==> config.mk <==
export PLATFORM = sky130hd
export DESIGN_NAME = axi4_lite_slave_regfile
export DESIGN_NICKNAME = d
export VERILOG_FILES = /design/src/rtl/axi4_lite_slave_regfile.sv
export SDC_FILE = /design/constraint.sdc
export NUM_CORES = 1
export LEC_CHECK = 0
export BUFFER_PORTS_ARGS = -buffer_cell sky130_fd_sc_hd__buf_2
export CORE_MARGIN = 2
export CORE_UTILIZATION = 45
export CTS_CLUSTER_SIZE = 10
export DETAILED_ROUTE_END_ITERATION = 8
export GPL_TIMING_DRIVEN = 0
export HOLD_SLACK_MARGIN = 0.12
export PLACE_DENSITY_LB_ADDON = 0.12
export RECOVER_POWER = 50
export SLEW_MARGIN = 20
export SYNTH_ARGS = -nofsm -noshare
export SYNTH_HDL_FRONTEND = slang
export SYNTH_SLANG_ARGS = --single-unit
==> constraint.sdc <==
create_clock -name ACLK -period 3.3 [get_ports ACLK]
set_input_delay 0.33 -clock ACLK [delete_from_list [all_inputs] [get_ports ACLK]]
set_output_delay 0.33 -clock ACLK [all_outputs]
set_load 0.005 [all_outputs]
==> src/rtl/axi4_lite_slave_regfile.sv <==
// rtl/axi4_lite_slave_regfile.sv - AXI4-Lite slave exposing a bank of memory-mapped registers
//
// Purpose:
//   A parametrised AXI4-Lite slave with NUM_REGS registers of DATA_WIDTH bits each.
//   Write and read channels have their own FSMs and never stall each other.
//   AW and W may arrive in either order; byte strobes are honoured; out-of-range
//   accesses and writes to read-only registers return SLVERR. Register contents are
//   exported flat on regs_out.
//
// Ports:
//   ACLK, ARESET                : clock (rising edge) and synchronous active-high reset
//   AWADDR/AWPROT/AWVALID/AWREADY : write address channel (AWPROT ignored)
//   WDATA/WSTRB/WVALID/WREADY   : write data channel
//   BRESP/BVALID/BREADY         : write response channel
//   ARADDR/ARPROT/ARVALID/ARREADY : read address channel (ARPROT ignored)
//   RDATA/RRESP/RVALID/RREADY   : read data channel
//   regs_out                    : register i at bits [i*DATA_WIDTH +: DATA_WIDTH]

module axi4_lite_slave_regfile #(
    parameter int                       ADDR_WIDTH  = 32,
    parameter int                       DATA_WIDTH  = 32,
    parameter int                       NUM_REGS    = 16,
    parameter logic [ADDR_WIDTH-1:0]    BASE_ADDR   = '0,
    parameter logic [NUM_REGS-1:0]      RO_MASK     = '0,
    parameter logic [DATA_WIDTH-1:0]    RESET_VALUE = '0
) (
    input  logic                            ACLK,
    input  logic                            ARESET,

    input  logic [ADDR_WIDTH-1:0]           AWADDR,
    input  logic [2:0]                      AWPROT,
    input  logic                            AWVALID,
    output logic                            AWREADY,

    input  logic [DATA_WIDTH-1:0]           WDATA,
    input  logic [DATA_WIDTH/8-1:0]         WSTRB,
    input  logic                            WVALID,
    output logic                            WREADY,

    output logic [1:0]                      BRESP,
    output logic                            BVALID,
    input  logic                            BREADY,

    input  logic [ADDR_WIDTH-1:0]           ARADDR,
    input  logic [2:0]                      ARPROT,
    input  logic                            ARVALID,
    output logic                            ARREADY,

    output logic [DATA_WIDTH-1:0]           RDATA,
    output logic [1:0]                      RRESP,
    output logic                            RVALID,
    input  logic                            RREADY,

    output logic [NUM_REGS*DATA_WIDTH-1:0]  regs_out
);

    localparam int STRB_W = DATA_WIDTH / 8;
    localparam int LSB    = $clog2(STRB_W);
    localparam int IDX_W  = (NUM_REGS > 1) ? $clog2(NUM_REGS) : 1;

    // Bank size in bytes, one bit wider than the address so the borrow of the
    // offset subtraction can be folded into a single range compare.
    localparam logic [ADDR_WIDTH:0] BANK_BYTES = (ADDR_WIDTH+1)'(NUM_REGS * STRB_W);

    localparam logic [1:0] RESP_OKAY   = 2'b00;
    localparam logic [1:0] RESP_SLVERR = 2'b10;

    // ------------------------------------------------------------------
    // Address decode helpers
    // ------------------------------------------------------------------

    // An address below BASE_ADDR borrows into the top bit of the offset, which
    // makes the offset larger than any legal bank size, so one compare covers
    // both ends of the window.
    function automatic logic [ADDR_WIDTH:0] addr_offset(input logic [ADDR_WIDTH-1:0] a);
        return {1'b0, a} - {1'b0, BASE_ADDR};
    endfunction

    function automatic logic addr_in_range(input logic [ADDR_WIDTH-1:0] a);
        return addr_offset(a) < BANK_BYTES;
    endfunction

    // Low LSB bits are dropped, so misaligned addresses hit the containing word.
    function automatic logic [IDX_W-1:0] addr_index(input logic [ADDR_WIDTH-1:0] a);
        return IDX_W'(addr_offset(a) >> LSB);
    endfunction

    // ------------------------------------------------------------------
    // Register storage
    // ------------------------------------------------------------------

    logic [DATA_WIDTH-1:0] regs [NUM_REGS];

    genvar g;
    generate
        for (g = 0; g < NUM_REGS; g++) begin : g_regs_out
            assign regs_out[g*DATA_WIDTH +: DATA_WIDTH] = regs[g];
        end
    endgenerate

    // ------------------------------------------------------------------
    // Write channel
    // ------------------------------------------------------------------

    typedef enum logic [1:0] {
        W_IDLE,
        W_WAIT_DATA,
        W_WAIT_ADDR,
        W_RESP
    } wstate_t;

    wstate_t                w_state;
    wstate_t                w_next;

    logic [ADDR_WIDTH-1:0]  aw_addr_q;
    logic [DATA_WIDTH-1:0]  w_data_q;
    logic [STRB_W-1:0]      w_strb_q;

    logic                   aw_hs;
    logic                   w_hs;
    logic                   cap_addr;
    logic                   cap_data;
    logic                   commit;
    logic [ADDR_WIDTH-1:0]  cmt_addr;
    logic [DATA_WIDTH-1:0]  cmt_data;
    logic [STRB_W-1:0]      cmt_strb;
    logic [IDX_W-1:0]       cmt_idx;
    logic                   cmt_ok;

    assign aw_hs = AWVALID && AWREADY;
    assign w_hs  = WVALID && WREADY;

    // Next state plus the commit mux: whichever half of the write arrived
    // earlier comes from its capture register, the other half from the bus.
    always_comb begin
        w_next   = w_state;
        cap_addr = 1'b0;
        cap_data = 1'b0;
        commit   = 1'b0;
        cmt_addr = AWADDR;
        cmt_data = WDATA;
        cmt_strb = WSTRB;

        case (w_state)
            W_IDLE: begin
                if (aw_hs && w_hs) begin
                    commit = 1'b1;
                    w_next = W_RESP;
                end else if (aw_hs) begin
                    cap_addr = 1'b1;
                    w_next   = W_WAIT_DATA;
                end else if (w_hs) begin
                    cap_data = 1'b1;
                    w_next   = W_WAIT_ADDR;
                end
            end
            W_WAIT_DATA: begin
                cmt_addr = aw_addr_q;
                if (w_hs) begin
                    commit = 1'b1;
                    w_next = W_RESP;
                end
            end
            W_WAIT_ADDR: begin
                cmt_data = w_data_q;
                cmt_strb = w_strb_q;
                if (aw_hs) begin
                    commit = 1'b1;
                    w_next = W_RESP;
                end
            end
            W_RESP: begin
                if (BREADY) begin
                    w_next = W_IDLE;
                end
            end
            default: begin
                w_next = W_IDLE;
            end
        endcase
    end

    assign cmt_idx = addr_index(cmt_addr);
    assign cmt_ok  = addr_in_range(cmt_addr) && !RO_MASK[cmt_idx];

    // Ready/valid outputs are registered copies of what the next state implies,
    // so they are correct in the very cycle the FSM enters a state.
    always_ff @(posedge ACLK) begin
        if (ARESET) begin
            w_state   <= W_IDLE;
            AWREADY   <= 1'b0;
            WREADY    <= 1'b0;
            BVALID    <= 1'b0;
            BRESP     <= RESP_OKAY;
            aw_addr_q <= '0;
            w_data_q  <= '0;
            w_strb_q  <= '0;
            for (int i = 0; i < NUM_REGS; i++) begin
                regs[i] <= RESET_VALUE;
            end
        end else begin
            w_state <= w_next;
            AWREADY <= (w_next == W_IDLE) || (w_next == W_WAIT_ADDR);
            WREADY  <= (w_next == W_IDLE) || (w_next == W_WAIT_DATA);
            BVALID  <= (w_next == W_RESP);

            if (cap_addr) begin
                aw_addr_q <= AWADDR;
            end
            if (cap_data) begin
                w_data_q <= WDATA;
                w_strb_q <= WSTRB;
            end

            if (commit) begin
                BRESP <= cmt_ok ? RESP_OKAY : RESP_SLVERR;
                if (cmt_ok) begin
                    for (int k = 0; k < STRB_W; k++) begin
                        if (cmt_strb[k]) begin
                            regs[cmt_idx][8*k +: 8] <= cmt_data[8*k +: 8];
                        end
                    end
                end
            end
        end
    end

    // ------------------------------------------------------------------
    // Read channel
    // ------------------------------------------------------------------

    typedef enum logic {
        R_IDLE,
        R_RESP
    } rstate_t;

    rstate_t            r_state;
    rstate_t            r_next;

    logic               ar_hs;
    logic [IDX_W-1:0]   rd_idx;
    logic               rd_ok;

    assign ar_hs  = ARVALID && ARREADY;
    assign rd_idx = addr_index(ARADDR);
    assign rd_ok  = addr_in_range(ARADDR);

    always_comb begin
        r_next = r_state;
        case (r_state)
            R_IDLE: begin
                if (ar_hs) begin
                    r_next = R_RESP;
                end
            end
            R_RESP: begin
                if (RREADY) begin
                    r_next = R_IDLE;
                end
            end
            default: begin
                r_next = R_IDLE;
            end
        endcase
    end

    // RDATA samples the storage before any same-edge write commit lands, so a
    // colliding read returns the old value.
    always_ff @(posedge ACLK) begin
        if (ARESET) begin
            r_state <= R_IDLE;
            ARREADY <= 1'b0;
            RVALID  <= 1'b0;
            RDATA   <= '0;
            RRESP   <= RESP_OKAY;
        end else begin
            r_state <= r_next;
            ARREADY <= (r_next == R_IDLE);
            RVALID  <= (r_next == R_RESP);
            if (ar_hs) begin
                RDATA <= rd_ok ? regs[rd_idx] : '0;
                RRESP <= rd_ok ? RESP_OKAY : RESP_SLVERR;
            end
        end
    end

    // Protection bits carry no meaning for this register bank.
    logic unused_prot;
    assign unused_prot = ^{AWPROT, ARPROT};

endmodule

-- Word-level counts from Yosys, hierarchy flattened
Memory sizes are Yosys's and may differ from the RTL's.
Cells that the tools add are included.
- bits of input ports: 113
- bits in writable memories: 512
- register bits: 111
- output and inout port bits: 553
- memories: 2
- bits in latches: 0
- word-level logic and storage cells: 87
- ROM bits: 16
- memory list (name ; depth ; width ; rd ports ; clocked after Yosys merged registers in ; write ports ; RTL line ; source):
    regs ; 16 ; 32 ; 17 ; 0 ; 16 ; 92 ; logic [DATA_WIDTH-1:0] regs [NUM_REGS];
    (name not given) ; 16 ; 1 ; 1 ; 0 ; 0 ; 184 ; assign cmt_ok = addr_in_range(cmt_addr) && !RO_MASK[cmt_idx];
- muxes and demuxes: 51
- bitwise logic cells: 2
- reductions and logical operators: 11
- multiply operators: 0
- equality and inequality tests: 6
- add/sub/neg operators: 0
- shift operators: 0
- div/mod/pow operators: 0
- order comparisons: 3
- operator list (cell ; count):
    32-bit two-way mux ; 4
    32-bit by 7-bit less-than comparator with 1-bit output (second input constant) ; 2
    1-bit two-way mux ; 33
    32-bit OR reduction ; 1
    2-bit two-way mux ; 8
    4-bit two-way mux ; 3
    2-bit equality test (second input constant) ; 4
    2-bit case mux with 4 select lines ; 1
    1-bit logical AND ; 5
    4-bit by 5-bit less-than comparator with 1-bit output (second input constant) ; 1
    2-bit by 1-bit equality test with 1-bit output (second input constant) ; 2
    2-bit logical NOT ; 2
    1-bit case mux with 3 select lines ; 1
    1-bit logical OR ; 2
    1-bit inverter ; 2
    1-bit case mux with 2 select lines ; 1
    1-bit logical NOT ; 1

-- Depth between registers and ports, before layout
Gate-level depths: netlist of the first run.
- depth after elaboration: 12
- gate-level depth with buffers: 8
- depth with buffers taken out: 4

-- Least setup slack after synthesis of the first run
OpenSTA, ideal clock, no wires.
- path kind: register to register
- start: register w_state[0]
- end: memory regs[3][0] (enable)
- clock period less this slack: 2.802 ns
- data arrival time: 2.405 ns
- setup time: 0.398 ns
- data required time: 2.902 ns
- path slack: 0.498 ns
- buffers on the path: 3
- cell stages (with the launch flop): 8
- path through: dfxtp_1 nor2b_2 buf_6 nand4_1 a211o_1 buf_6 buf_2 o41ai_1
- RTL lines (what ; RTL line ; source):
    start: declaration ; 112 ; wstate_t w_state;
    start signal: assignment ; 202 ; w_state <= w_next;
    end: declaration ; 92 ;

==> reports/qor.txt, run 1 <==
Status = finished with violations
Failing checks = negative setup slack
P_leak = 0.0141 uW
Drt wl/cell = 37.4 um
Setup TNS = -0.351 ns
Core area = 0.0641 mm2
Clock latency on the worst-skew pair = 0.65 ns
First-pass GRT wire length = 200000 um
Routed Antenna Nets = 0
Post-layout util = 58.4%
Row count = 93
Post-synthesis cell area = 0.0290 mm2
Slew Limit Fails = 0
Yosys warns = 0
Mux contribution to synthesized area = 10.1%
Post-DP Area = 0.0341 mm2
Main combinational cell family by area after synthesis = simple AND/OR/NAND/NOR gates
Pre-antenna DRT Iters = 7
Netlist cell types = 46
Mapped Cells = 2180
Starting Density = 45.3%
CTS tree = yes
Die area = 0.0665 mm2
Tot GR Track Use = 43.4%
Wirelength, routed = 148000 um
Grt total ovfl = 0
Crit start category = flop
Setup Skew = 0.0296 ns
Worst Tran Pin Value = 1.32 ns
Synth async-reset ratio = 0%
CP Data Arrival Time = 3.70 ns
VDD IR max = 0.405 mV
Adder-cell share of the synthesized area = 0%
IO Port Bufs = 651
Overall power = 18800 uW
Count leader, synth = nor4_1
Vias = 27372
DRC Markers = 0
Initial antenna violation count = 15
Setup ws final = -0.0739 ns
Proportion of layout cells with a drive suffix above 1 = 36.9%
Top cell types by occurrence after synthesis = 527 x nor4_1, 512 x edfxtp_1, 249 x nand2_1, 180 x clkbuf_1, 128 x mux4_2
Max Root-Sink Buffers = 3
Synth area leaders = edfxtp_1 53%, nor4_1 11%, mux4_2 9.9%, dfxtp_1 7.4%, nand2_1 3.2%
DR iter-0 viols = 4896
Design Area, Final = 0.0374 mm2
Number of synthesized flops with an enable pin = 512
Largest net degree at the start of global routing = 12
Min cycle time layout = 3.37 ns
Top-area cell type share of the netlist area = 53.0%
Compound-Gate Fraction of Synth Area = 7.59%
Critical Path RT = 3.63 ns
Fin cells = 3943
Clock sinks = 619
Worst-path clk slew = 0.06 ns
Synthesized area per cell = 13.3 um2
Io pins = 666
Slew headroom = 12.2%
Yosys reg bits = 619
Worst Hold Class = input pin to flop
DP HPWL = 114000 um
Post-synthesis xor/xnor area fraction = 0%
Htree depth = 3
DIE HEIGHT = 258 um
Area leader, netlist = edfxtp_1
RSZ-0062 raised after global routing = yes
Layout area overhead = 29.0%
Die width = 258 um
Final period utilization = 102%
Max FO, Critical Path = 10
Vias per Instance = 6.94
Fill cells = 5391
Critical path class = flop to flop
Seq/Total Area, Yosys = 60.4%
Root buffer cell = clkbuf_16
Fmax achieved = 0.296 GHz
CTS Buf Count = 74
Vias in the first global route = 25591
Main synth FF type = edfxtp_1
Max Cap Viol = 0
Endpoints failing setup = 14
Number of instances in the placed design = 3738
Crit end category = flop
Nets = 3153
Post-Synth Simple-Gate Area = 16.1%
Routability congestion estimate from global placement = 1.04
Final hold violations = 0
Pwr Density = 503 mW/mm2
[final timing paths]
| kind | startpoint | slack, ns | end | depth (start not counted) |
|---|---|---|---|---|
| setup / recovery | w_state[1] | -0.07 | regs[15][24] | 7 |
| hold / removal | ARADDR[31] | 0.16 | RRESP[1] | 5 |
| setup reg to reg | w_state[1] | -0.07 | regs[15][24] | 7 |
| hold reg to reg | aw_addr_q[31] | 0.45 | aw_addr_q[31] | 2 |
[placed cells by master (no fill, tap or decap), types with 16 or more instances in the layout]
cell,count
a21o_1,32
a21oi_1,71
a22o_1,32
a22oi_1,62
buf_2,745
buf_4,21
buf_6,58
clkbuf_1,206
clkbuf_16,76
dfxtp_1,107
dlygate4sd3_1,70
edfxtp_1,512
mux4_2,128
nand2_1,249
nand3_1,16
nor4_1,526
o41ai_2,31
o41ai_4,33
[area by class of cell]
class	instances	area, um2	area share (%)
tap	855	1070	2.86
antenna	6	15.0	0.0401
clock buffer	106	2020	5.41
sequential	619	17500	46.8
multi-input combinational	1253	10600	28.2
clock inverter	12	123	0.328
timing repair buffer	783	4440	11.8
buffer	305	1660	4.44
inverter	4	15.0	0.0401
[metrics by stage]
stage | setup slack, ns | hold WS (ns)
after global placement | -1.47 | 0.441
after detailed placement | -0.343 | 0.447
after global routing | -0.0616 | 0.207
after floorplan | 0.498 | 0.436
after CTS | 0.0317 | 0.128
final | -0.0739 | 0.158
[flip-flops by register name (all words and copies together) (netlist names)]
register / flops
AWREADY: 1
w_strb_q: 4
ARREADY: 1
BRESP: 1
aw_addr_q: 30
w_data_q: 32
regs: 512
RRESP: 1
WREADY: 1
w_state: 2
RDATA: 32
r_state: 1
BVALID: 1
[per-layer routing]
layer / GRT usage (%) / routed length (um)
met1: 54.4 / 50800
met2: 65.8 / 65400
met5: 0.427 / 107
met4: 24.8 / 10200
met3: 14.7 / 21100
[kinds of logic after synthesis]
group,Yosys count
other,1
muxes,134
DFF,619
and+or+nand+nor,844
buffers and inverters,309
AOI/OAI and AO/OA,273
[critical path, cell delays in order, from the launching register on]
cell and delay, ns:
dfxtp_1 0.35, nand2b_1 0.29, and3_1 0.22, o21ai_0 0.29, buf_2 0.43, buf_2 0.44
buf_1 0.84, nor4_1 0.21
[timing repair]
item / 4_1_cts / 5_1_grt
buffers inserted: 10 / 1
hold endpoints to repair: 70 / 0
pin swaps: 8 / 2
hold buffers: 70 / 0
gates resized for setup: 20 / 14
endpoints found under the setup margin: 260 / 121
[report_power, final]
| part | switching [uW] | internal, uW | total [uW] |
|---|---|---|---|
| clock network | 3310 | 4320 | 7630 |
| registers | 284 | 8700 | 8990 |
| logic | 1470 | 753 | 2220 |
| total | 5070 | 13800 | 18800 |
(Power assumes the default switching activity.)
==> run 2: changes to the inputs <==
- BUFFER_PORTS_ARGS: -buffer_cell sky130_fd_sc_hd__buf_2 -> -buffer_cell sky130_fd_sc_hd__buf_4
==> reports/qor.txt, run 2 (synthesis gave the netlist of run 1 again) <==
Nets = 3157 (was 3153)
Reg power frac = 47.3% (was 47.7%)
Final hold violations = 0 (unchanged)
CTS tree = yes (unchanged)
Final period utilization = 103% (was 102%)
Pre-antenna DRT Iters = 9 (was 7)
Max Cap Viol = 0 (unchanged)
Worst Hold Class = input pin to flop (unchanged)
Busiest grt layer = met2 (unchanged)
Drt wl/cell = 37.9 um (was 37.4 um)
DIE HEIGHT = 258 um (unchanged)
Routability congestion estimate from global placement = 1.03 (was 1.04)
Slew Limit Fails = 0 (unchanged)
Endpoints failing setup = 5 (was 14)
Slew headroom = 7.21% (was 12.2%)
RSZ-0062 raised after global routing = yes (unchanged)
Vias in the first global route = 25652 (was 25591)
DP HPWL = 116000 um (was 114000 um)
Fmax achieved = 0.294 GHz (was 0.296 GHz)
DRC Markers = 0 (unchanged)
Most frequent cells in the layout = 526 x nor4_1, 512 x edfxtp_1, 490 x clkbuf_4 (was 745 x buf_2, 526 x nor4_1, 512 x edfxtp_1)
Met1 GRT Util = 55.5% (was 54.4%)
Wirelength, routed = 150000 um (was 148000 um)
Max FO, Critical Path = 10 (unchanged)
Largest reg by FF count = regs (unchanged)
P_leak = 0.0140 uW (was 0.0141 uW)
Comb power frac = 12.2% (was 11.8%)
First-pass GRT wire length = 203000 um (was 200000 um)
R2R depth = 6 (was 7)
Row count = 93 (unchanged)
Core area = 0.0641 mm2 (unchanged)
Vias = 27400 (was 27372)
Io pins = 666 (unchanged)
Int Pwr = 13900 uW (was 13800 uW)
Initial antenna violation count = 7 (was 15)
Clock power frac = 40.4% (was 40.5%)
Proportion of layout cells with a drive suffix above 1 = 34.9% (was 36.9%)
Largest net degree at the start of global routing = 12 (unchanged)
Pwr Density = 490 mW/mm2 (was 503 mW/mm2)
Net Sw Frac = 27.0% (was 26.9%)
Post-layout util = 60.6% (was 58.4%)
DR iter-0 viols = 4624 (was 4896)
Met2 Use GR = 67.5% (was 65.8%)
Routed Antenna Nets = 0 (unchanged)
Setup ws final = -0.100 ns (was -0.0739 ns)
Grt total ovfl = 0 (unchanged)
Failing checks = negative setup slack (unchanged)
Crit start category = flop (unchanged)
Number of flip-flops in the largest register = 512 (unchanged)
Die width = 258 um (unchanged)
Top Registers = regs (512), RDATA (32), w_data_q (32) (unchanged)
Min cycle time layout = 3.40 ns (was 3.37 ns)
CP Data Arrival Time = 3.75 ns (was 3.70 ns)
Vias per Instance = 6.92 (was 6.94)
Htree depth = 3 (unchanged)
Clock latency on the worst-skew pair = 0.65 ns (about the same)
Setup Skew = 0.0266 ns (was 0.0296 ns)
Layout area overhead = 33.9% (was 29.0%)
Worst Tran Pin Value = 1.39 ns (was 1.32 ns)
Root buffer cell = clkbuf_16 (unchanged)
Critical Path RT = 3.65 ns (was 3.63 ns)
Sw Pwr = 5140 uW (was 5070 uW)
Starting Density = 45.3% (unchanged)
Clock sinks = 619 (unchanged)
Worst-path clk slew = 0.06 ns (about the same)
VDD IR max = 0.372 mV (was 0.405 mV)
Max Root-Sink Buffers = 3 (unchanged)
Tot GR Track Use = 44.0% (was 43.4%)
Leading cell type in the layout, fill and taps excluded = nor4_1 (was buf_2)
CTS Buf Count = 75 (was 74)
Critical path class = flop to flop (unchanged)
IO Port Bufs = 651 (unchanged)
Status = finished with violations (unchanged)
Pre-CTS setup slack = -0.342 ns (was -0.343 ns)
Worst hold stages = 3 (was 5)
Die area = 0.0665 mm2 (unchanged)
Met3 Usage GRT = 15.2% (was 14.7%)
Crit end category = flop (unchanged)
## run 2: cell types whose count changed in the layout (fill, tap and decap cells not counted), sizes merged, moves of 2 or more
cell,delta
clkinv,+2
buf,-549
clkbuf,+558
diode,+2
## run 2: final cells by class
| class | count | area (um2) |
|---|---|---|
| Antenna cell | 8 | 20.0 |
| Buffer | 305 | 1660 |
| Clock buffer | 113 | 2070 |
| Clock inverter | 14 | 101 |
| Fill cell | 5216 | 25300 |
| Inverter | 4 | 15.0 |
| Multi-Input combinational cell | 1253 | 10600 |
| Sequential cell | 619 | 17500 |
| Tap cell | 855 | 1070 |
| Timing Repair Buffer | 786 | 5830 |
## run 2: worst paths after layout
check,startpoint,end,slack (ns)
max,w_state[0],regs[14][15],-0.10
min,BREADY,w_state[1],0.15
max reg2reg,w_state[0],regs[14][15],-0.10
min reg2reg,aw_addr_q[20],aw_addr_q[20],0.46
## run 2: power by group through the flow
stage	combinational (uW)	clock (uW)	sequential (uW)
2_1_floorplan	974	0	9000
3_3_place_gp	2060	0	9150
3_5_place_dp	2160	0	9140
4_1_cts	2270	7580	8990
5_1_grt	2390	7930	9000
6_report	2330	7700	9000
## run 2: per-layer routing
metal	wire, um	vias to the layer above
met3	21600	551
met4	10000	10
met5	66	-
li1	-	10673
met2	66800	2654
met1	51300	13512
## run 2: stage by stage
step | instance area [um2] | setup TNS (ns) | hold slack, ns | std cells | power [uW]
floorplan | 29000 | 0 | 0.436 | 2181 | 9970
global placement | 35000 | -426.22 | 0.442 | 3687 | 11200
detailed placement | 35700 | -36.68 | 0.447 | 3745 | 11300
CTS | 38900 | -2.07 | 0.123 | 3948 | 18800
global route | 38800 | -0.250 | 0.146 | 3949 | 19300
finish | 38900 | -0.335 | 0.148 | 3957 | 19000
## run 2: critical path, cell delays in order, from the launching register on
cell and delay [ns]:
dfxtp_1 0.34, nor2b_2 0.17, buf_6 0.15, o31ai_2 0.61, nand3_1 0.44, clkbuf_1 0.62, nor4_2 0.79
## run 2: repair_timing
action                                  4_1_cts  5_1_grt
buffers inserted                              5        1
endpoints found under the hold margin        73        0
endpoints found under the setup margin      258       86
hold buffers                                 71        0
pin swaps                                     8        2
gates resized for setup                      16       16
